--- src/rtl/cpu_defs_pkg.sv ---
// rtl/cpu_defs_pkg.sv - shared CPU width constants and the memory arbiter state type
package cpu_defs_pkg;

  localparam int CPU_ADDR_W = 32;
  localparam int CPU_DATA_W = 32;

  typedef enum logic [1:0] {
    IDLE   = 2'd0,
    BUSY_D = 2'd1,
    BUSY_I = 2'd2,
    RESP   = 2'd3
  } memarb_state_t;

endpackage

--- src/rtl/mem_arbiter_if.sv ---
// rtl/mem_arbiter_if.sv - unified memory port between the arbiter (master) and memory (slave)
interface mem_arbiter_if #(
  parameter int ADDR_W = cpu_defs_pkg::CPU_ADDR_W,
  parameter int DATA_W = cpu_defs_pkg::CPU_DATA_W
);

  logic                bus_req;
  logic                bus_we;
  logic [DATA_W/8-1:0] bus_be;
  logic [ADDR_W-1:0]   bus_addr;
  logic [DATA_W-1:0]   bus_wdata;
  logic [DATA_W-1:0]   bus_rdata;
  logic                bus_ready;
  logic                bus_err;

  modport master (
    output bus_req, bus_we, bus_be, bus_addr, bus_wdata, bus_err,
    input  bus_rdata, bus_ready
  );

  modport slave (
    input  bus_req, bus_we, bus_be, bus_addr, bus_wdata, bus_err,
    output bus_rdata, bus_ready
  );

endinterface

--- src/rtl/memarb_watchdog.sv ---
// rtl/memarb_watchdog.sv - counts BUSY cycles; expire marks LIMIT cycles without a response
module memarb_watchdog #(
  parameter int LIMIT = 255
) (
  input  logic clk,
  input  logic resetn,
  input  logic start,
  input  logic busy,
  output logic expire
);

  localparam int CNT_W = $clog2(LIMIT + 1);

  logic [CNT_W-1:0] count_q, count_d;

  // count_q is the number of BUSY cycles already completed before this one
  assign expire = busy && (count_q == CNT_W'(LIMIT - 1));

  always_comb begin
    count_d = count_q;
    if (start) begin
      count_d = '0;
    end else if (busy && !expire) begin
      count_d = count_q + 1'b1;
    end
  end

  always_ff @(posedge clk or negedge resetn) begin
    if (!resetn) begin
      count_q <= '0;
    end else begin
      count_q <= count_d;
    end
  end

endmodule

--- src/rtl/mem_arbiter.sv ---
// rtl/mem_arbiter.sv - serialises IF fetches and MEM data accesses onto one memory port
// MEMARB_TIMEOUT_EN adds a BUSY watchdog that forces completion with bus_err.
module mem_arbiter
  import cpu_defs_pkg::*;
#(
  parameter int ADDR_W         = CPU_ADDR_W,
  parameter int DATA_W         = CPU_DATA_W,
  parameter int TIMEOUT_CYCLES = 255
) (
  input  logic                clk,
  input  logic                resetn,
  input  logic                if_req,
  input  logic [ADDR_W-1:0]   if_addr,
  output logic [DATA_W-1:0]   if_rdata,
  output logic                if_valid,
  output logic                if_stallreq,
  input  logic                dm_req,
  input  logic                dm_we,
  input  logic [DATA_W/8-1:0] dm_be,
  input  logic [ADDR_W-1:0]   dm_addr,
  input  logic [DATA_W-1:0]   dm_wdata,
  output logic [DATA_W-1:0]   dm_rdata,
  output logic                dm_valid,
  output logic                dm_stallreq,
  input  logic                flush,
  mem_arbiter_if.master       bus
);

  memarb_state_t state_q, state_d;

  logic                dm_owner_q, dm_owner_d;
  logic                discard_q, discard_d;
  logic                bus_req_q, bus_req_d;
  logic                bus_we_q, bus_we_d;
  logic [DATA_W/8-1:0] bus_be_q, bus_be_d;
  logic [ADDR_W-1:0]   bus_addr_q, bus_addr_d;
  logic [DATA_W-1:0]   bus_wdata_q, bus_wdata_d;
  logic [DATA_W-1:0]   if_rdata_q, if_rdata_d;
  logic [DATA_W-1:0]   dm_rdata_q, dm_rdata_d;
  logic                busy;
  logic                expire;

  assign busy = (state_q == BUSY_D) || (state_q == BUSY_I);

`ifdef MEMARB_TIMEOUT_EN
  logic start;
  logic bus_err_q, bus_err_d;

  assign start     = (state_q == IDLE) && (state_d != IDLE);
  assign bus_err_d = busy && expire && !bus.bus_ready;

  memarb_watchdog #(.LIMIT(TIMEOUT_CYCLES)) u_watchdog (
    .clk    (clk),
    .resetn (resetn),
    .start  (start),
    .busy   (busy),
    .expire (expire)
  );

  always_ff @(posedge clk or negedge resetn) begin
    if (!resetn) begin
      bus_err_q <= 1'b0;
    end else begin
      bus_err_q <= bus_err_d;
    end
  end

  assign bus.bus_err = bus_err_q;
`else
  assign expire      = 1'b0;
  assign bus.bus_err = 1'b0;
`endif

  always_comb begin
    state_d     = state_q;
    dm_owner_d  = dm_owner_q;
    discard_d   = discard_q;
    bus_req_d   = bus_req_q;
    bus_we_d    = bus_we_q;
    bus_be_d    = bus_be_q;
    bus_addr_d  = bus_addr_q;
    bus_wdata_d = bus_wdata_q;
    if_rdata_d  = if_rdata_q;
    dm_rdata_d  = dm_rdata_q;
    if (state_q == IDLE) begin
      discard_d = 1'b0;
      if (!flush && dm_req) begin
        state_d     = BUSY_D;
        dm_owner_d  = 1'b1;
        bus_req_d   = 1'b1;
        bus_we_d    = dm_we;
        bus_be_d    = dm_be;
        bus_addr_d  = dm_addr;
        bus_wdata_d = dm_wdata;
      end else if (!flush && if_req) begin
        state_d    = BUSY_I;
        dm_owner_d = 1'b0;
        bus_req_d  = 1'b1;
        bus_we_d   = 1'b0;
        bus_be_d   = '1;
        bus_addr_d = if_addr;
      end
    end else if (busy) begin
      // a flushed fetch still finishes on the bus; only its valid pulse is dropped
      if (state_q == BUSY_I && flush) begin
        discard_d = 1'b1;
      end
      if (bus.bus_ready || expire) begin
        bus_req_d = 1'b0;
        state_d   = RESP;
        if (dm_owner_q) begin
          dm_rdata_d = bus.bus_ready ? bus.bus_rdata : '0;
        end else begin
          if_rdata_d = bus.bus_ready ? bus.bus_rdata : '0;
        end
      end
    end else begin
      state_d   = IDLE;
      discard_d = 1'b0;
    end
  end

  always_ff @(posedge clk or negedge resetn) begin
    if (!resetn) begin
      state_q     <= IDLE;
      dm_owner_q  <= 1'b0;
      discard_q   <= 1'b0;
      bus_req_q   <= 1'b0;
      bus_we_q    <= 1'b0;
      bus_be_q    <= '0;
      bus_addr_q  <= '0;
      bus_wdata_q <= '0;
      if_rdata_q  <= '0;
      dm_rdata_q  <= '0;
    end else begin
      state_q     <= state_d;
      dm_owner_q  <= dm_owner_d;
      discard_q   <= discard_d;
      bus_req_q   <= bus_req_d;
      bus_we_q    <= bus_we_d;
      bus_be_q    <= bus_be_d;
      bus_addr_q  <= bus_addr_d;
      bus_wdata_q <= bus_wdata_d;
      if_rdata_q  <= if_rdata_d;
      dm_rdata_q  <= dm_rdata_d;
    end
  end

  assign if_valid    = (state_q == RESP) && !dm_owner_q && !discard_q;
  assign dm_valid    = (state_q == RESP) && dm_owner_q;
  assign if_stallreq = if_req & ~if_valid;
  assign dm_stallreq = dm_req & ~dm_valid;
  assign if_rdata    = if_rdata_q;
  assign dm_rdata    = dm_rdata_q;

  assign bus.bus_req   = bus_req_q;
  assign bus.bus_we    = bus_we_q;
  assign bus.bus_be    = bus_be_q;
  assign bus.bus_addr  = bus_addr_q;
  assign bus.bus_wdata = bus_wdata_q;

endmodule

--- src/flat_wrapper.sv ---
// flat-port wrapper written by rule: the top's interface ports become plain ports
module mem_arbiter_flat import cpu_defs_pkg::*;
#(
  parameter int ADDR_W         = CPU_ADDR_W,
  parameter int DATA_W         = CPU_DATA_W,
  parameter int TIMEOUT_CYCLES = 255
)
  (clk, resetn, if_req, if_addr, if_rdata, if_valid, if_stallreq, dm_req, dm_we, dm_be, dm_addr, dm_wdata, dm_rdata, dm_valid, dm_stallreq, flush, bus_bus_req, bus_bus_we, bus_bus_be, bus_bus_addr, bus_bus_wdata, bus_bus_err, bus_bus_rdata, bus_bus_ready);
  mem_arbiter_if #(.ADDR_W(ADDR_W), .DATA_W(DATA_W)) bus_i ();
  input  logic clk;
  input  logic resetn;
  input  logic if_req;
  input  logic [ADDR_W-1:0] if_addr;
  output logic [DATA_W-1:0] if_rdata;
  output logic if_valid;
  output logic if_stallreq;
  input  logic dm_req;
  input  logic dm_we;
  input  logic [DATA_W/8-1:0] dm_be;
  input  logic [ADDR_W-1:0] dm_addr;
  input  logic [DATA_W-1:0] dm_wdata;
  output logic [DATA_W-1:0] dm_rdata;
  output logic dm_valid;
  output logic dm_stallreq;
  input  logic flush;
  output wire logic [$bits(bus_i.bus_req)-1:0] bus_bus_req;
  output wire logic [$bits(bus_i.bus_we)-1:0] bus_bus_we;
  output wire logic [$bits(bus_i.bus_be)-1:0] bus_bus_be;
  output wire logic [$bits(bus_i.bus_addr)-1:0] bus_bus_addr;
  output wire logic [$bits(bus_i.bus_wdata)-1:0] bus_bus_wdata;
  output wire logic [$bits(bus_i.bus_err)-1:0] bus_bus_err;
  input wire logic [$bits(bus_i.bus_rdata)-1:0] bus_bus_rdata;
  input wire logic [$bits(bus_i.bus_ready)-1:0] bus_bus_ready;
  assign bus_bus_req = bus_i.bus_req;
  assign bus_bus_we = bus_i.bus_we;
  assign bus_bus_be = bus_i.bus_be;
  assign bus_bus_addr = bus_i.bus_addr;
  assign bus_bus_wdata = bus_i.bus_wdata;
  assign bus_bus_err = bus_i.bus_err;
  assign bus_i.bus_rdata = bus_bus_rdata;
  assign bus_i.bus_ready = bus_bus_ready;
  mem_arbiter #(.ADDR_W(ADDR_W), .DATA_W(DATA_W), .TIMEOUT_CYCLES(TIMEOUT_CYCLES)) u_core (.clk(clk), .resetn(resetn), .if_req(if_req), .if_addr(if_addr), .if_rdata(if_rdata), .if_valid(if_valid), .if_stallreq(if_stallreq), .dm_req(dm_req), .dm_we(dm_we), .dm_be(dm_be), .dm_addr(dm_addr), .dm_wdata(dm_wdata), .dm_rdata(dm_rdata), .dm_valid(dm_valid), .dm_stallreq(dm_stallreq), .flush(flush), .bus(bus_i));
endmodule
--- config.mk ---
export PLATFORM = sky130hd
export DESIGN_NAME = mem_arbiter_flat
export DESIGN_NICKNAME = d
export VERILOG_FILES = /design/src/rtl/cpu_defs_pkg.sv /design/src/rtl/mem_arbiter_if.sv /design/src/rtl/memarb_watchdog.sv /design/src/rtl/mem_arbiter.sv /design/src/flat_wrapper.sv
export SDC_FILE = /design/constraint.sdc
export NUM_CORES = 1
export LEC_CHECK = 0
export ABC_CLOCK_PERIOD_IN_PS = 4000
export CAP_MARGIN = 20
export CELL_PAD_IN_SITES_DETAIL_PLACEMENT = 0
export CELL_PAD_IN_SITES_GLOBAL_PLACEMENT = 1
export CORE_UTILIZATION = 33
export CTS_CLUSTER_DIAMETER = 80
export DETAILED_ROUTE_END_ITERATION = 6
export HOLD_SLACK_MARGIN = 0.05
export PLACE_DENSITY = 0.92
export SYNTH_ARGS = -nofsm -noshare
export SYNTH_HDL_FRONTEND = slang
export SYNTH_SLANG_ARGS = --single-unit
--- constraint.sdc ---
create_clock -name clk -period 4 [get_ports clk]
set_input_delay 0.8 -clock clk [delete_from_list [all_inputs] [get_ports clk]]
set_output_delay 0.8 -clock clk [all_outputs]
set_load 0.01 [all_outputs]
==> flow_metrics.tcl <==
set metrics [dict create \
    path_clk_slew_ns 0.06 \
    diodes 0 \
    ys_seq_area_frac 0.619 \
    finClkSkew_ns 0.00425 \
    max_stage_delay_ns 0.63 \
    drt_wl_total_um 15100 \
    ff2ff_path_depth 6 \
    post_drt_wl_per_cell_um 16.8 \
    place_ws_ns 1.04 \
    fillers 1374 \
    ios 278 \
    place_congestion 0.840 \
    worstReg2RegEnd "u_core.if_rdata[6]" \
    post_cts_resized 0 \
    post-route-period-util 0.738 \
    grt_pass1_wl_um 24700 \
    cts.htree.levels 4 \
    worst_setup_path_end_kind "output port" \
    p_leak_nw 3.88 \
    grt_usage 0.182 \
    clockBufferDepth 2 \
    worstMarginPinSlew_ns 1.06 \
    slowest_stage "clkdlybuf4s50_1" \
    ant_nets 0 \
    ys_seq_elements 138 \
    slew_headroom 0.292 \
    setup_viol 0 \
    setup_slack_ns 1.05 \
    insertion_delay_ns 0.41 \
    port_buffers 276 \
    netlist.area_leader.share 0.619 \
    globalRouteOverflowTotal 0 \
    r2r-start "u_core.state_q[0]" \
    required_ns 3.20 \
    drcViolationCount 0 \
    p_clk_frac 0.216 \
    grt_pass1_vias 4826 \
    syn_nets 536 \
    synthesis.area_um2 5580 \
    vias_per_cell 4.75 \
    drive_above_1_share 0.196 \
    period_minus_slack_ns 2.95 \
    core_um2 16500 \
    maxCapViolCount 0 \
    swShare 0.304 \
    worstPathMaxFanout 6 \
    yosysWarnings 0 \
    status "complete, no violations" \
    antenna_found_initial 0 \
    p_comb_frac 0.436 \
    fmax_mhz 339 \
    holdCritPathClass "in2async" \
    total_power_w 0.00714 \
    synthDistinctLibCells 30 \
    cts_sinks 138 \
    cp.arrival_ns 2.15 \
    hold_viol 0 \
    rsz0062_at_grt "no" \
    synthCells 394 \
    peakVddDrop_mv 0.378 \
    num_rows 47 \
    postCtsSetupRepairBufs 0 \
    reg2reg_slack_ns 1.55 \
    drv_slew 0 \
    crit_top_cell "clkdlybuf4s50_1" \
    cp-start-kind "input pin" \
    die_x_um 132 \
    avgSynthCellArea_um2 14.2 \
    grt_max_degree 95 \
    hold_buffers 0 \
    synth_area_leaders "dfrtp_1 (62%), mux2_2 (19%), a21oi_1 (5.9%)" \
    yosysTopAreaCell "dfrtp_1" \
    dp_hpwl_um 11300 \
    drtPass1Iterations 6 \
    die_y_um 132 \
    vias 4271 \
    syn2layout_area_growth_pct 63.2 \
    cts_root_buffer "clkbuf_16" \
    initial_core_util 0.338 \
    p_int_w 0.00497 \
    fin_tns_setup_ns 0 \
    drt-initial-drc-count 103 \
    critPathKind "in2out" \
    p_sw_w 0.00217 \
    cts_tree "yes" \
    powerDensity_nw_per_um2 784 \
    seqPwrFrac 0.348 \
    numCtsBuffers 17 \
    cp_cell_sequence "clkdlybuf4s50_1, nor2b_1, clkdlybuf4s50_1" \
    fp.dieArea_um2 17400 \
    final_nets 810 \
]
## synth_stat cells
cell and number:
buf_6 2, nand3b_1 1, nor2b_1 4, o21ai_0 3
buf_4 3, or3b_2 1, nor2_2 1, a211oi_1 1
mux2i_1 33, buf_2 15, and2b_1 1, mux2_1 4
or2_1 1, nand3_1 2, a221oi_1 1, mux2_2 92
ha_1 3, nor2_1 1, and2_4 1, nand2_4 1
dfrtp_1 138, a21o_1 1, nor3b_1 1, clkbuf_1 6
inv_1 4, nand2b_1 1, conb_1 1, and2_1 1
o22a_1 4, a21oi_1 66
## final cells by class
class / instances / area, um^2 / area share
inverters: 4 / 15.0 / 0.00165
clock buffers: 19 / 433 / 0.0475
clock inverters: 12 / 150 / 0.0165
repair buffers: 281 / 2800 / 0.307
multi-input cells: 226 / 1980 / 0.218
flip-flops and latches: 138 / 3450 / 0.379
well taps: 220 / 275 / 0.0302
## worst max-delay path by stage
| stage | startpoint | end | slack, ns | cells past startpoint |
|---|---|---|---|---|
| 2_1_floorplan | flush | u_core.bus.bus_wdata[26] | 2.11 | 5 |
| 3_3_place_gp | dm_req | dm_stallreq | 1.04 | 3 |
| 3_5_place_dp | dm_req | dm_stallreq | 1.04 | 3 |
| 4_1_cts | dm_req | dm_stallreq | 1.04 | 3 |
| 5_1_grt | dm_req | dm_stallreq | 0.96 | 3 |
| 6_report | dm_req | dm_stallreq | 1.05 | 3 |
## state kept, by name, indices dropped and copies added, names as in the netlist
register	flops
u_core.if_rdata	32
u_core.discard_q	1
u_core.dm_owner_q	1
u_core.bus.bus_we	1
u_core.bus.bus_wdata	32
u_core.bus.bus_req	1
u_core.bus.bus_be	4
u_core.bus.bus_addr	32
u_core.state_q	2
u_core.dm_rdata	32
## metal layers
layer	global-route usage	wire (um)	vias to the layer above
met4	0.0795	386	0
li1	-	-	1957
met5	0	0	-
met1	0.193	5690	2074
met2	0.313	7560	210
met3	0.0796	1490	30
## cells by family after synthesis
kind of cell | share of synthesized area
buffers and inverters | 0.0282
flip-flops | 0.619
multiplexers | 0.253
adder cells (fa/ha/maj) | 0.00672
AND/OR/NAND/NOR | 0.0206
other | 0.000672
AO/OA/AOI/OAI | 0.0724
## worst max-delay path: cells and delay by family
| kind | cells | cell delay (ns) |
|---|---|---|
| simple gates | 1 | 0.18 |
| buf+inv | 2 | 1.17 |
## metrics by stage
step / hold WS (ns) / instances / util / area (um^2)
2_1_floorplan: 0.496 / 394 / - / 5580
3_3_place_gp: 0.468 / 869 / 0.516 / 8530
3_5_place_dp: 0.471 / 869 / 0.516 / 8530
4_1_cts: 0.484 / 900 / 0.551 / 9110
5_1_grt: 0.506 / 900 / 0.551 / 9110
6_report: 0.464 / 900 / 0.551 / 9110
## cell usage in the layout (no fill, tap or decap), drive strengths merged
cell type,netlist,routed
or3b,1,1
or2,1,1
dfrtp,138,138
ha,3,3
conb,1,1
clkbuf,6,19
mux2,96,96
nor2,2,2
and2b,1,1
buf,20,6
clkdlybuf4s50,0,275
a21oi,66,66
a221oi,1,1
a211oi,1,1
clkinv,0,5
a21o,1,1
nand3,2,2
bufinv,0,3
nand2b,1,1
nand2,1,1
nand3b,1,1
o21ai,3,3
nor2b,4,4
clkinvlp,0,3
mux2i,33,33
and2,2,2
o22a,4,4
inv,4,5
nor3b,1,1
## power groups by stage
stage               combinational (W)  sequential, W  clock [W]
CTS                           0.00315        0.00250    0.00159
detailed placement            0.00314        0.00251          0
finish                        0.00311        0.00249    0.00154
global placement              0.00306        0.00247          0
global route                  0.00333        0.00258    0.00166
floorplan                     0.00100        0.00278          0
(Power assumes the default switching activity.)
